File: src/rtl/ext_irq_controller_if.sv
// Processor-side bundle for the interrupt controller: data-memory store bus plus
// the ExtIRQ/ExtIAck request handshake.
interface ext_irq_controller_if #(
  parameter int unsigned N    = 64,
  parameter int unsigned NSRC = 8
);
  localparam int unsigned IdW = $clog2(NSRC);

  logic [N-1:0]   DM_addr;
  logic [N-1:0]   DM_writeData;
  logic           DM_writeEnable;
  logic           ExtIAck;
  logic           ExtIRQ;
  logic [IdW-1:0] irq_id;

  // Core side: issues stores and acknowledges requests.
  modport master (
    output DM_addr,
    output DM_writeData,
    output DM_writeEnable,
    output ExtIAck,
    input  ExtIRQ,
    input  irq_id
  );

  // Controller side.
  modport slave (
    input  DM_addr,
    input  DM_writeData,
    input  DM_writeEnable,
    input  ExtIAck,
    output ExtIRQ,
    output irq_id
  );
endinterface

File: src/rtl/ext_irq_controller.sv
// External interrupt controller: latches rising edges on peripheral lines, masks them
// via a memory-mapped register, requests the lowest enabled pending source and holds
// ExtIRQ until the core acknowledges, then enforces a low gap before the next request.
module ext_irq_controller #(
  parameter int unsigned    N          = 64,
  parameter int unsigned    NSRC       = 8,
  parameter logic [N-1:0]   MASK_ADDR  = 'h1000,
  parameter int unsigned    GAP_CYCLES = 4
) (
  input  logic                CLOCK_50,
  input  logic                reset,
  input  logic [NSRC-1:0]     irq_src,
  ext_irq_controller_if.slave bus,
  output logic [NSRC-1:0]     irq_pending,
  output logic [NSRC-1:0]     irq_mask,
  output logic [31:0]         irq_count
);

  localparam int unsigned IdW  = $clog2(NSRC);
  // Counter only ever holds GAP_CYCLES-1 down to 0.
  localparam int unsigned GapW = (GAP_CYCLES > 2) ? $clog2(GAP_CYCLES) : 1;
  localparam logic [GapW-1:0] GapLoad = (GAP_CYCLES == 0) ? '0 : GapW'(GAP_CYCLES - 1);

  typedef enum logic [1:0] {StIdle, StReq, StGap} state_e;

  state_e          stateQ, stateD;
  logic [GapW-1:0] gapCntQ, gapCntD;
  logic [NSRC-1:0] srcQ;
  logic [NSRC-1:0] pendingQ, pendingD;
  logic [NSRC-1:0] maskQ;
  logic [IdW-1:0]  idQ;
  logic [31:0]     countQ;

  logic [NSRC-1:0] rise;
  logic [NSRC-1:0] clr;
  logic [NSRC-1:0] reqVec;
  logic [IdW-1:0]  selId;
  logic            anyReq;
  logic            ackTaken;
  logic            loadId;
  logic            maskWrite;
  logic            unusedData;

  assign rise      = irq_src & ~srcQ;
  assign reqVec    = pendingQ & maskQ;
  assign anyReq    = |reqVec;
  assign ackTaken  = (stateQ == StReq) && bus.ExtIAck;
  assign loadId    = (stateQ == StIdle) && anyReq;
  assign maskWrite = bus.DM_writeEnable && (bus.DM_addr == MASK_ADDR);
  assign unusedData = ^bus.DM_writeData[N-1:NSRC];

  // Lowest-numbered enabled pending source; scan downward so the lowest index wins.
  always_comb begin
    selId = '0;
    for (int i = NSRC - 1; i >= 0; i--) begin
      if (reqVec[i]) selId = IdW'(i);
    end
  end

  // Pending update: the acknowledged bit clears, but a same-cycle rising edge re-sets it.
  always_comb begin
    clr = '0;
    if (ackTaken) clr[idQ] = 1'b1;
    pendingD = (pendingQ & ~clr) | rise;
  end

  // FSM state register.
  always_ff @(posedge CLOCK_50) begin
    if (reset) begin
      stateQ  <= StIdle;
      gapCntQ <= '0;
    end else begin
      stateQ  <= stateD;
      gapCntQ <= gapCntD;
    end
  end

  // FSM next-state logic.
  always_comb begin
    stateD  = stateQ;
    gapCntD = gapCntQ;
    unique case (stateQ)
      StIdle: begin
        if (anyReq) stateD = StReq;
      end
      StReq: begin
        if (bus.ExtIAck) begin
          if (GAP_CYCLES == 0) begin
            stateD = StIdle;
          end else begin
            stateD  = StGap;
            gapCntD = GapLoad;
          end
        end
      end
      StGap: begin
        if (gapCntQ == '0) stateD = StIdle;
        else gapCntD = gapCntQ - 1'b1;
      end
      default: stateD = StIdle;
    endcase
  end

  // FSM outputs: request is a pure function of state, so it is glitch-free.
  always_comb begin
    bus.ExtIRQ = (stateQ == StReq);
    bus.irq_id = idQ;
  end

  // Edge detector, pending latches, mask register, request id and ack counter.
  always_ff @(posedge CLOCK_50) begin
    if (reset) begin
      srcQ     <= '0;
      pendingQ <= '0;
      maskQ    <= '1;
      idQ      <= '0;
      countQ   <= '0;
    end else begin
      srcQ     <= irq_src;
      pendingQ <= pendingD;
      if (maskWrite) maskQ <= bus.DM_writeData[NSRC-1:0];
      // id is only loaded on the IDLE->REQ transition so it stays stable through REQ.
      if (loadId) idQ <= selId;
      if (ackTaken) countQ <= countQ + 32'd1;
    end
  end

  assign irq_pending = pendingQ;
  assign irq_mask    = maskQ;
  assign irq_count   = countQ;

endmodule

File: src/flat_wrapper.sv
// flat-port wrapper written by rule: the top's interface ports become plain ports
module ext_irq_controller_flat 
#(
  parameter int unsigned    N          = 64,
  parameter int unsigned    NSRC       = 8,
  parameter logic [N-1:0]   MASK_ADDR  = 'h1000,
  parameter int unsigned    GAP_CYCLES = 4
)
  (CLOCK_50, reset, irq_src, irq_pending, irq_mask, irq_count, bus_DM_addr, bus_DM_writeData, bus_DM_writeEnable, bus_ExtIAck, bus_ExtIRQ, bus_irq_id);
  ext_irq_controller_if #(.N(N), .NSRC(NSRC)) bus_i ();
  input  logic CLOCK_50;
  input  logic reset;
  input  logic [NSRC-1:0] irq_src;
  output logic [NSRC-1:0] irq_pending;
  output logic [NSRC-1:0] irq_mask;
  output logic [31:0] irq_count;
  input wire logic [$bits(bus_i.DM_addr)-1:0] bus_DM_addr;
  input wire logic [$bits(bus_i.DM_writeData)-1:0] bus_DM_writeData;
  input wire logic [$bits(bus_i.DM_writeEnable)-1:0] bus_DM_writeEnable;
  input wire logic [$bits(bus_i.ExtIAck)-1:0] bus_ExtIAck;
  output wire logic [$bits(bus_i.ExtIRQ)-1:0] bus_ExtIRQ;
  output wire logic [$bits(bus_i.irq_id)-1:0] bus_irq_id;
  assign bus_i.DM_addr = bus_DM_addr;
  assign bus_i.DM_writeData = bus_DM_writeData;
  assign bus_i.DM_writeEnable = bus_DM_writeEnable;
  assign bus_i.ExtIAck = bus_ExtIAck;
  assign bus_ExtIRQ = bus_i.ExtIRQ;
  assign bus_irq_id = bus_i.irq_id;
  ext_irq_controller #(.N(N), .NSRC(NSRC), .MASK_ADDR(MASK_ADDR), .GAP_CYCLES(GAP_CYCLES)) u_core (.CLOCK_50(CLOCK_50), .reset(reset), .irq_src(irq_src), .bus(bus_i), .irq_pending(irq_pending), .irq_mask(irq_mask), .irq_count(irq_count));
endmodule
File: config.mk
export PLATFORM = sky130hd
export DESIGN_NAME = ext_irq_controller_flat
export DESIGN_NICKNAME = d
export VERILOG_FILES = /design/src/rtl/ext_irq_controller_if.sv /design/src/rtl/ext_irq_controller.sv /design/src/flat_wrapper.sv
export SDC_FILE = /design/constraint.sdc
export NUM_CORES = 1
export LEC_CHECK = 0
export ABC_AREA = 1
export ABC_CLOCK_PERIOD_IN_PS = 2800
export CAP_MARGIN = 5
export CORE_MARGIN = 2
export CORE_UTILIZATION = 41
export DETAILED_ROUTE_END_ITERATION = 10
export PLACE_DENSITY = 0.95
export SYNTH_ARGS = -nofsm -noshare
export SYNTH_HDL_FRONTEND = slang
export SYNTH_SLANG_ARGS = --single-unit
File: constraint.sdc
create_clock -name CLOCK_50 -period 2.8 [get_ports CLOCK_50]
set_input_delay 0.56 -clock CLOCK_50 [delete_from_list [all_inputs] [get_ports CLOCK_50]]
set_output_delay 0.56 -clock CLOCK_50 [all_outputs]
set_load 0.01 [all_outputs]
# After elaboration in Yosys (flattened, before gate mapping)
# Cells that the tools add are included.
op_classes:
  reduce_logical: 10
  eq_ne: 7
  n_lt_le_gt_ge: 2
  addsub: 2
  bitwise_logic: 6
  n_mux: 18
op_table:
  columns: ["cell", "count"]
  rows:
  - ["64-bit by 13-bit equality test with 1-bit output (second input constant)", 1]
  - ["32-bit by 1-bit adder with 32-bit output (second input constant)", 1]
  - ["8-bit bitwise AND", 3]
  - ["3-bit two-way mux", 8]
  - ["8-bit inverter", 2]
  - ["2-bit two-way mux", 5]
  - ["8-bit two-way mux", 1]
  - ["8-bit bitwise OR", 1]
  - ["8-bit OR reduction", 1]
  - ["2-bit one-hot mux with 3 select lines", 1]
  - ["3-bit AND reduction", 2]
  - ["1-bit logical AND", 4]
  - ["2-bit logical NOT", 2]
  - ["3-bit by 4-bit < comparator with 1-bit output (second input constant)", 1]
  - ["2-bit by 1-bit != test with 1-bit output (second input constant)", 2]
  - ["2-bit != test (second input constant)", 2]
  - ["2-bit one-hot mux with 2 select lines", 1]
  - ["1-bit demux with 3-bit select", 1]
  - ["3-bit by 1-bit greater-or-equal comparator with 1-bit output (second input constant)", 1]
  - ["2-bit by 1-bit equality test with 1-bit output (second input constant)", 1]
  - ["2-bit equality test (second input constant)", 1]
  - ["2-bit nonzero test", 1]
  - ["2-bit by 1-bit subtractor with 2-bit output (second input constant)", 1]
  - ["1-bit two-way mux", 1]
word_totals:
  out_inout_bits: 52
  register_bits: 63
  word_cells: 52

# Logic depth before layout (Yosys ltp)
# Gate-level depths: netlist (run 1).
logic_depth:
  word_depth: 9
  ltp_mapped: 11

# Worst setup path before layout (run 1)
# Ideal clock, no wire load.
synth_timing:
  path_type: "register -> register"
  from: "reg u_core.stateQ[1]"
  to: "reg u_core.countQ[28] (netlist: u_core.irq_count[28])"
  setup_ps: 116
  n_path_buf: 0
  path_slack_ps: 1234
  path_stages_with_launch: 10
  arrival_ps: 1450
  path_cell_list: "dfxtp_1 > inv_1 > ha_1 > nand2_4 > nor2_4 > nand2_4 > nor2_8 > nand3_2 > o21ai_0 > nor2_1"
synth_between:
  elab_chain_cells: 2
synth_lines:
  columns: ["element", "line", "rtl"]
  rows:
  - ["start, declared", "ext_irq_controller.sv:26", "state_e stateQ, stateD;"]
  - ["start signal, assigned", "ext_irq_controller.sv:70", "stateQ <= StIdle;"]
  - ["start signal, assigned", "ext_irq_controller.sv:73", "stateQ <= stateD;"]
  - ["2-bit by 1-bit equality test with 1-bit output", null, null]
  - ["via bus_ExtIRQ", "flat_wrapper.sv:21", "output wire logic [$bits(bus_i.ExtIRQ)-1:0] bus_ExtIRQ;"]
  - ["1-bit logical AND", "ext_irq_controller.sv:47", "assign ackTaken = (stateQ == StReq) && bus.ExtIAck;"]
  - ["end signal, assigned", "ext_irq_controller.sv:124", "if (ackTaken) countQ <= countQ + 32'd1;"]
  - ["end, declared", "ext_irq_controller.sv:32", "logic [31:0] countQ;"]
# The timed path passes the listed nets, and every way through them passes these cells.
# A chain may end at the register's enable or synchronous reset.

# Final worst setup path (run 1)
layout_timing:
  from: "reg u_core.stateQ[1]"
  to: "out bus_ExtIRQ"
layout_between:
  elab_chain_cells: 1
layout_lines:
  columns: ["element", "line", "rtl"]
  rows:
  - ["2-bit by 1-bit equality test with 1-bit output", "ext_irq_controller.sv:106", "bus.ExtIRQ = (stateQ == StReq);"]
  - ["end, declared", "flat_wrapper.sv:21", null]
# No other way between the ends.

==> summary.md, run 1 <==
| Metric | Value |
|---|---|
| CP Class | reg -> out |
| Worst Skew | 7.83 ps |
| Highest Clock Rate | 458 MHz |
| Hold Buf Count CTS | 0 |
| Die ar. | between 8000 and 9000 um2 |
| Initial cell density of the core | 0.421 |
| GRT Util Overall | 0.237 |
| Routed vias | 3630 |
| Vias in the first global route | 3592 |
| Fin. max-slew vios | 0 |
| Distinct cells, synth | 35 |
| Detailed Place HPWL | around 7.6 mm |
| # port buffers | 135 |
| P&R area growth vs syn | 51.9% |
| Fillers | between 600 and 700 |
| Leak | between 2 and 2.5 nW |
| Worst IR Drop VDD | between 0.0004 and 0.0005 V |
| Synthesized area | 3220 um2 |
| Post-synth top flop | dfxtp_1 |
| Post-CTS setup buffer count | 0 |
| Worst setup EP type | output pin |
| Die Wd | slightly above 90 um |
| Critical path startpoint category | register |
| Mapped Cells | between 400 and 500 |
| Most common library cells after synthesis | nand2_1, nor2_1, dfxtp_1 |
| Final period util | 0.779 |
| Avg WL per Cell | between 10 and 15 um |
| Most frequent cell after synthesis | nand2_1 |
| Synth Warn # | 0 |
| Fin Setup TNS | 0 ps |
| Final Core Density | 0.639 |
| Via density | 4.99 |
| Fin nets | 766 |
| Slew headroom | 0.703 |
| Clock Tree Buf Depth | 2 |
| Maxcap violations | 0 |
| R2R setup slack | slightly below 1000 ps |
| Hold Slack | around 430 ps |
| Initial DRT Pass Iterations | 4 |
| First-pass GRT wire length | around 16 mm |
| Yosys top cell area share | 0.392 |
| Antenna diodes | 0 |
| CTS Sinks | 63 |
| Final Hold Viols | 0 |
| Synth area leaders | dfxtp_1, nand2_1, nor2_1, inv_1, nand3_1 |
| Seq/Total Area, Yosys | 0.392 |
| Layout cell share with drive strength beyond 1 | 0.0640 |
| Clock-pin slew on the worst setup and hold paths | about 70 ps |
| Final setup vio count | 0 |
| Hold crit path type | reg -> reg |
| Post-synth EDFFs | 0 |
| Placer congestion estimate | approximately 0.86 |
| Minimum clock period | between 2000 and 2500 ps |
| Pwr Density | about 500 nW/um2 |
| Clock latency on the worst-skew pair | 350 ps |
| Core Rows | 32 |
| Crit-path max FO | 4 |
| Syn avg cell area | between 6 and 7 um2 |
| Post-synth top area cell | dfxtp_1 |
| Chip Height | between 90 and 100 um |
| CTS Root Cell | clkbuf_8 |
| Syn nets | ~620 |
| Outcome | completed |
| Io pins | between 150 and 200 |
| Seq cells post-synth | 63 |
| DRT iter0 DRCs | 210 |
| Total Routed Length | just under 10 mm |
| Core ar. | 7650 um2 |
| Worst Tran Pin Value | between 400 and 500 ps |
| CP required | 2240 ps |
| Final global-route overflow total | 0 |
| CTS tree | built |
| Antenna Nets Post-Route | 0 |
| Post-CTS Resized | 0 |
| Crit path DAT | 1620 ps |
| CTS buffer count | 9 |
| Initial antenna violation count | 0 |
| Pin count of the biggest net entering global routing | 37 |
| Residual DRC | 0 |
| Async SR Flop Fraction | 0 |
| H-tree depth | 3 |
| RSZ-0062 raised after global routing | false |
==> cells by family (layout without fill, tap and decap cells) <==
group | after synthesis | count (layout) | synth area share
and+or+nand+nor | 287 | 287 | 0.403
AOI/OAI and AO/OA | 58 | 58 | 0.0996
buffers and inverters | 62 | 209 | 0.0762
adders and majority gates | 6 | 6 | 0.0233
DFF | 63 | 63 | 0.392
xor gates and xnor gates | 2 | 2 | 0.00545
==> registers in the layout (all words and copies together) (netlist names) <==
signal and cells:
u_core.irq_count 32, u_core.irq_mask 8, u_core.irq_pending 8, u_core.srcQ 8, u_core.bus.irq_id 3, u_core.gapCntQ 2
u_core.stateQ 2
==> power by group <==
part | total, mW | internal, mW | switching, mW
clock | 0.811 | 0.437 | 0.374
sequential | 1.04 | 0.966 | 0.0721
combinational | 0.590 | 0.298 | 0.292
==> through the flow <==
| stage | std cells | setup slack (ps) | power (mW) | instance area [um2] |
|---|---|---|---|---|
| floorplan | 478 | 1230 | 1.35 | 3220 |
| CTS | 727 | 596 | 2.45 | 4890 |
| global placement | 711 | 636 | 1.61 | 4680 |
| detailed placement | 711 | 494 | 1.64 | 4680 |
| global route | 727 | 544 | 2.58 | 4890 |
| finish | 727 | 618 | 2.44 | 4890 |
==> layer usage <==
metal	up-vias	track usage	wire (um)
li1	1831	-	-
met1	1613	0.298	4110
met2	160	0.389	4580
met3	26	0.0472	698
met4	0	0.111	280
met5	-	0	0
==> final cells by class <==
type                    instances  area [um2]  area share
flip-flops and latches         63        1260       0.258
repair buffers                137        1370       0.280
clock inverters                 6        70.1      0.0143
well taps                     102         128      0.0261
clock buffers                  10         138      0.0282
multi-input cells             353        1710       0.350
inverters                      56         213      0.0435
==> worst max-delay path, cell delays in order, from the launching register on <==
cell and delay (ps):
dfxtp_1 320, inv_1 120, ha_1 270, clkdlybuf4s50_1 570
==> cell usage in the layout, fill, tap and decap left out, types with 10 or more instances in the layout <==
cell type and instances:
a21oi_1 24, clkdlybuf4s50_1 135, nand4_1 16, inv_1 54, nand2_1 108, nor2_1 100
dfxtp_1 63, o21ai_0 20, nand3_1 31, clkbuf_8 10
==> path summary, 6_finish.rpt <==
| check | startpoint | end | depth (start not counted) |
|---|---|---|---|
| setup / recovery | u_core.stateQ[1] | bus_ExtIRQ | 3 |
| hold / removal | u_core.srcQ[6] | u_core.irq_pending[6] | 1 |
| setup reg to reg | u_core.stateQ[1] | u_core.irq_count[27] | 9 |
| hold reg to reg | u_core.srcQ[6] | u_core.irq_pending[6] | 1 |
Note: power is estimated with default switching activity, not from simulation.
==> run 2, diff against run 1 <==
ABC_CLOCK_PERIOD_IN_PS = 2100   (was 2800)
CORE_UTILIZATION = 38   (was 41)
PLACE_DENSITY = 0.92   (was 0.95)
clock period = 2.1 ns   (was 2.8 ns; I/O delays follow)
==> summary.md, run 2 (synthesized netlist as in run 1, its figures left out) <==
| Metric | Value |
|---|---|
| Outcome | completed |
| Critical path startpoint category | register |
| WHS Path Cells | 1 (unchanged) |
| Routed vias | 3702 (+2.0%) |
| Final setup vio count | 0 (unchanged) |
| HP Start | u_core.gapCntQ[0] |
| Via density | 5.06 (+1.4%) |
| Total Routed Length | 9.90 mm (+2.3%) |
| Hold Buf Count CTS | 0 (unchanged) |
| Die ar. | 9220 um2 (+7.5%) |
| Max reg flops | 32 (unchanged) |
| Top Family by Delay on Critical Path | buffers and inverters |
| CP Class | reg -> out |
| WP buf/inv | 2 (unchanged) |
| Final global-route overflow total | 0 (unchanged) |
| Detailed Place HPWL | 7.80 mm (+2.6%) |
| CTS Root Cell | clkbuf_8 |
| Worst Tran Pin Value | 407 ps (-38.9 ps) |
| RSZ-0062 raised after global routing | false |
| Antenna diodes | 0 (unchanged) |
| Max stage delay on crit path | 560 ps (about the same) |
| GRT Util Overall | 0.224 (-0.0130) |
| Clock-pin slew on the worst setup and hold paths | 60 ps (about the same) |
| Worst IR Drop VDD | 0.000428 V (+4.9%) |
| Leak | 2.03 nW (+0.50%) |
| Fillers | 716 (+13%) |
| Slew headroom | 0.726 (+0.0238) |
| Chip Height | 96.0 um (+3.7%) |
| Fin nets | 770 (+0.52%) |
| Clock latency on the worst-skew pair | 330 ps (-20 ps) |
| DRT iter0 DRCs | 217 (+3.3%) |
| CP startpoint | u_core.stateQ[1] |
| Residual DRC | 0 (unchanged) |
| Die Wd | 96.0 um (+3.7%) |
| Worst Skew | 10.1 ps (+2.25 ps) |
| Most frequent cells in the layout | clkdlybuf4s50_1, nand2_1, nor2_1 |
| Initial antenna violation count | 0 (unchanged) |
| Worst setup EP type | output pin |
| # port buffers | 135 (unchanged) |
| CP cell instances | inv_1, ha_2, clkdlybuf4s50_1 |
| Pwr Density | 629 nW/um2 (+26%) |
| Pin count of the biggest net entering global routing | 36 (-2.7%) |
| Vias in the first global route | 3595 (+0.084%) |
| Core ar. | 8220 um2 (+7.4%) |
| P&R area growth vs syn | 51.7% |
| CTS tree | built |
| Antenna Nets Post-Route | 0 (unchanged) |
| CTS Sinks | 63 (unchanged) |
| Highest Clock Rate | 504 MHz |
| Post-CTS setup buffer count | 0 (unchanged) |
| Final instance area | 4880 um2 (-0.15%) |
| WP depth | 3 (unchanged) |
| R2R cell count | 9 (unchanged) |
| Crit path DAT | 1560 ps (-60 ps) |
| Maxcap violations | 0 (unchanged) |
| First-pass GRT wire length | 16.3 mm (+1.0%) |
| Final Hold Viols | 0 (unchanged) |
| Hold crit path type | reg -> reg |
| CP required | 1680 ps (-560 ps) |
| Io pins | 192 (unchanged) |
| Avg WL per Cell | 13.5 um (+1.8%) |
| CP max stage cell | clkdlybuf4s50_1 |
| Minimum clock period | 1980 ps |
| Commonest non-fill, non-tap cell in the layout | clkdlybuf4s50_1 |
| H-tree depth | 3 (unchanged) |
| Initial DRT Pass Iterations | 5 (+1) |
| CTS buffer count | 9 (unchanged) |
| Clock Tree Buf Depth | 2 (unchanged) |
| Core Rows | 33 (+3.1%) |
| Final period util | 0.945 |
| Reg-to-reg startpoint | u_core.stateQ[1] |
| Crit-path max FO | 4 (unchanged) |
| Fin. max-slew vios | 0 (unchanged) |
| Post-DP Area | 4720 um2 (+0.99%) |
| Layout cell share with drive strength beyond 1 | 0.0655 (+0.00150) |
| Initial cell density of the core | 0.392 (-0.0291) |
| Placer congestion estimate | 0.871 (+0.97%) |
| Fin Setup TNS | 0 ps (unchanged) |
| Total power | 3.07 mW (+26%) |
==> run 2: metal layers <==
layer / vias up / track usage / routed length (um)
li1: 1831 / - / -
met3: 14 / 0.0384 / 566
met2: 142 / 0.365 / 4680
met5: - / 0 / 0
met1: 1715 / 0.299 / 4500
met4: 0 / 0.0750 / 154
==> run 2: layout make-up <==
cell class              instances  area, um2  share of cell area
multi-input cells             353       1710               0.351
flip-flops and latches         63       1260               0.259
repair buffers                141       1410               0.289
clock inverters                 2       10.0             0.00205
inverters                      56        213              0.0436
clock buffers                  11        141              0.0290
well taps                     105        131              0.0269
==> run 2: path summary, 6_finish.rpt <==
| kind | end | slack [ps] |
|---|---|---|
| max | bus_ExtIRQ | 120 |
| min | u_core.gapCntQ[0] | 420 |
| max reg2reg | u_core.irq_count[9] | 280 |
| min reg2reg | u_core.gapCntQ[0] | 420 |
==> run 2: metrics by stage <==
stage	hold WS, ps	utilization	cells	setup slack, ps
6_report	422	0.594	731	116
5_1_grt	450	0.594	731	37.7
3_5_place_dp	419	0.575	718	69.3
4_1_cts	427	0.593	731	60.8
2_1_floorplan	403	-	478	534
3_3_place_gp	411	0.575	718	107
==> run 2: where the power goes <==
group	internal [mW]	total, mW	switching, mW
combinational	0.410	0.818	0.409
clock	0.437	0.864	0.428
sequential	1.29	1.38	0.0964
==> run 2: timing repair <==
item / CTS / global route
endpoints found under the hold margin: 0 / 0
endpoints found under the setup margin: 0 / 1
gates resized for setup: 0 / 1
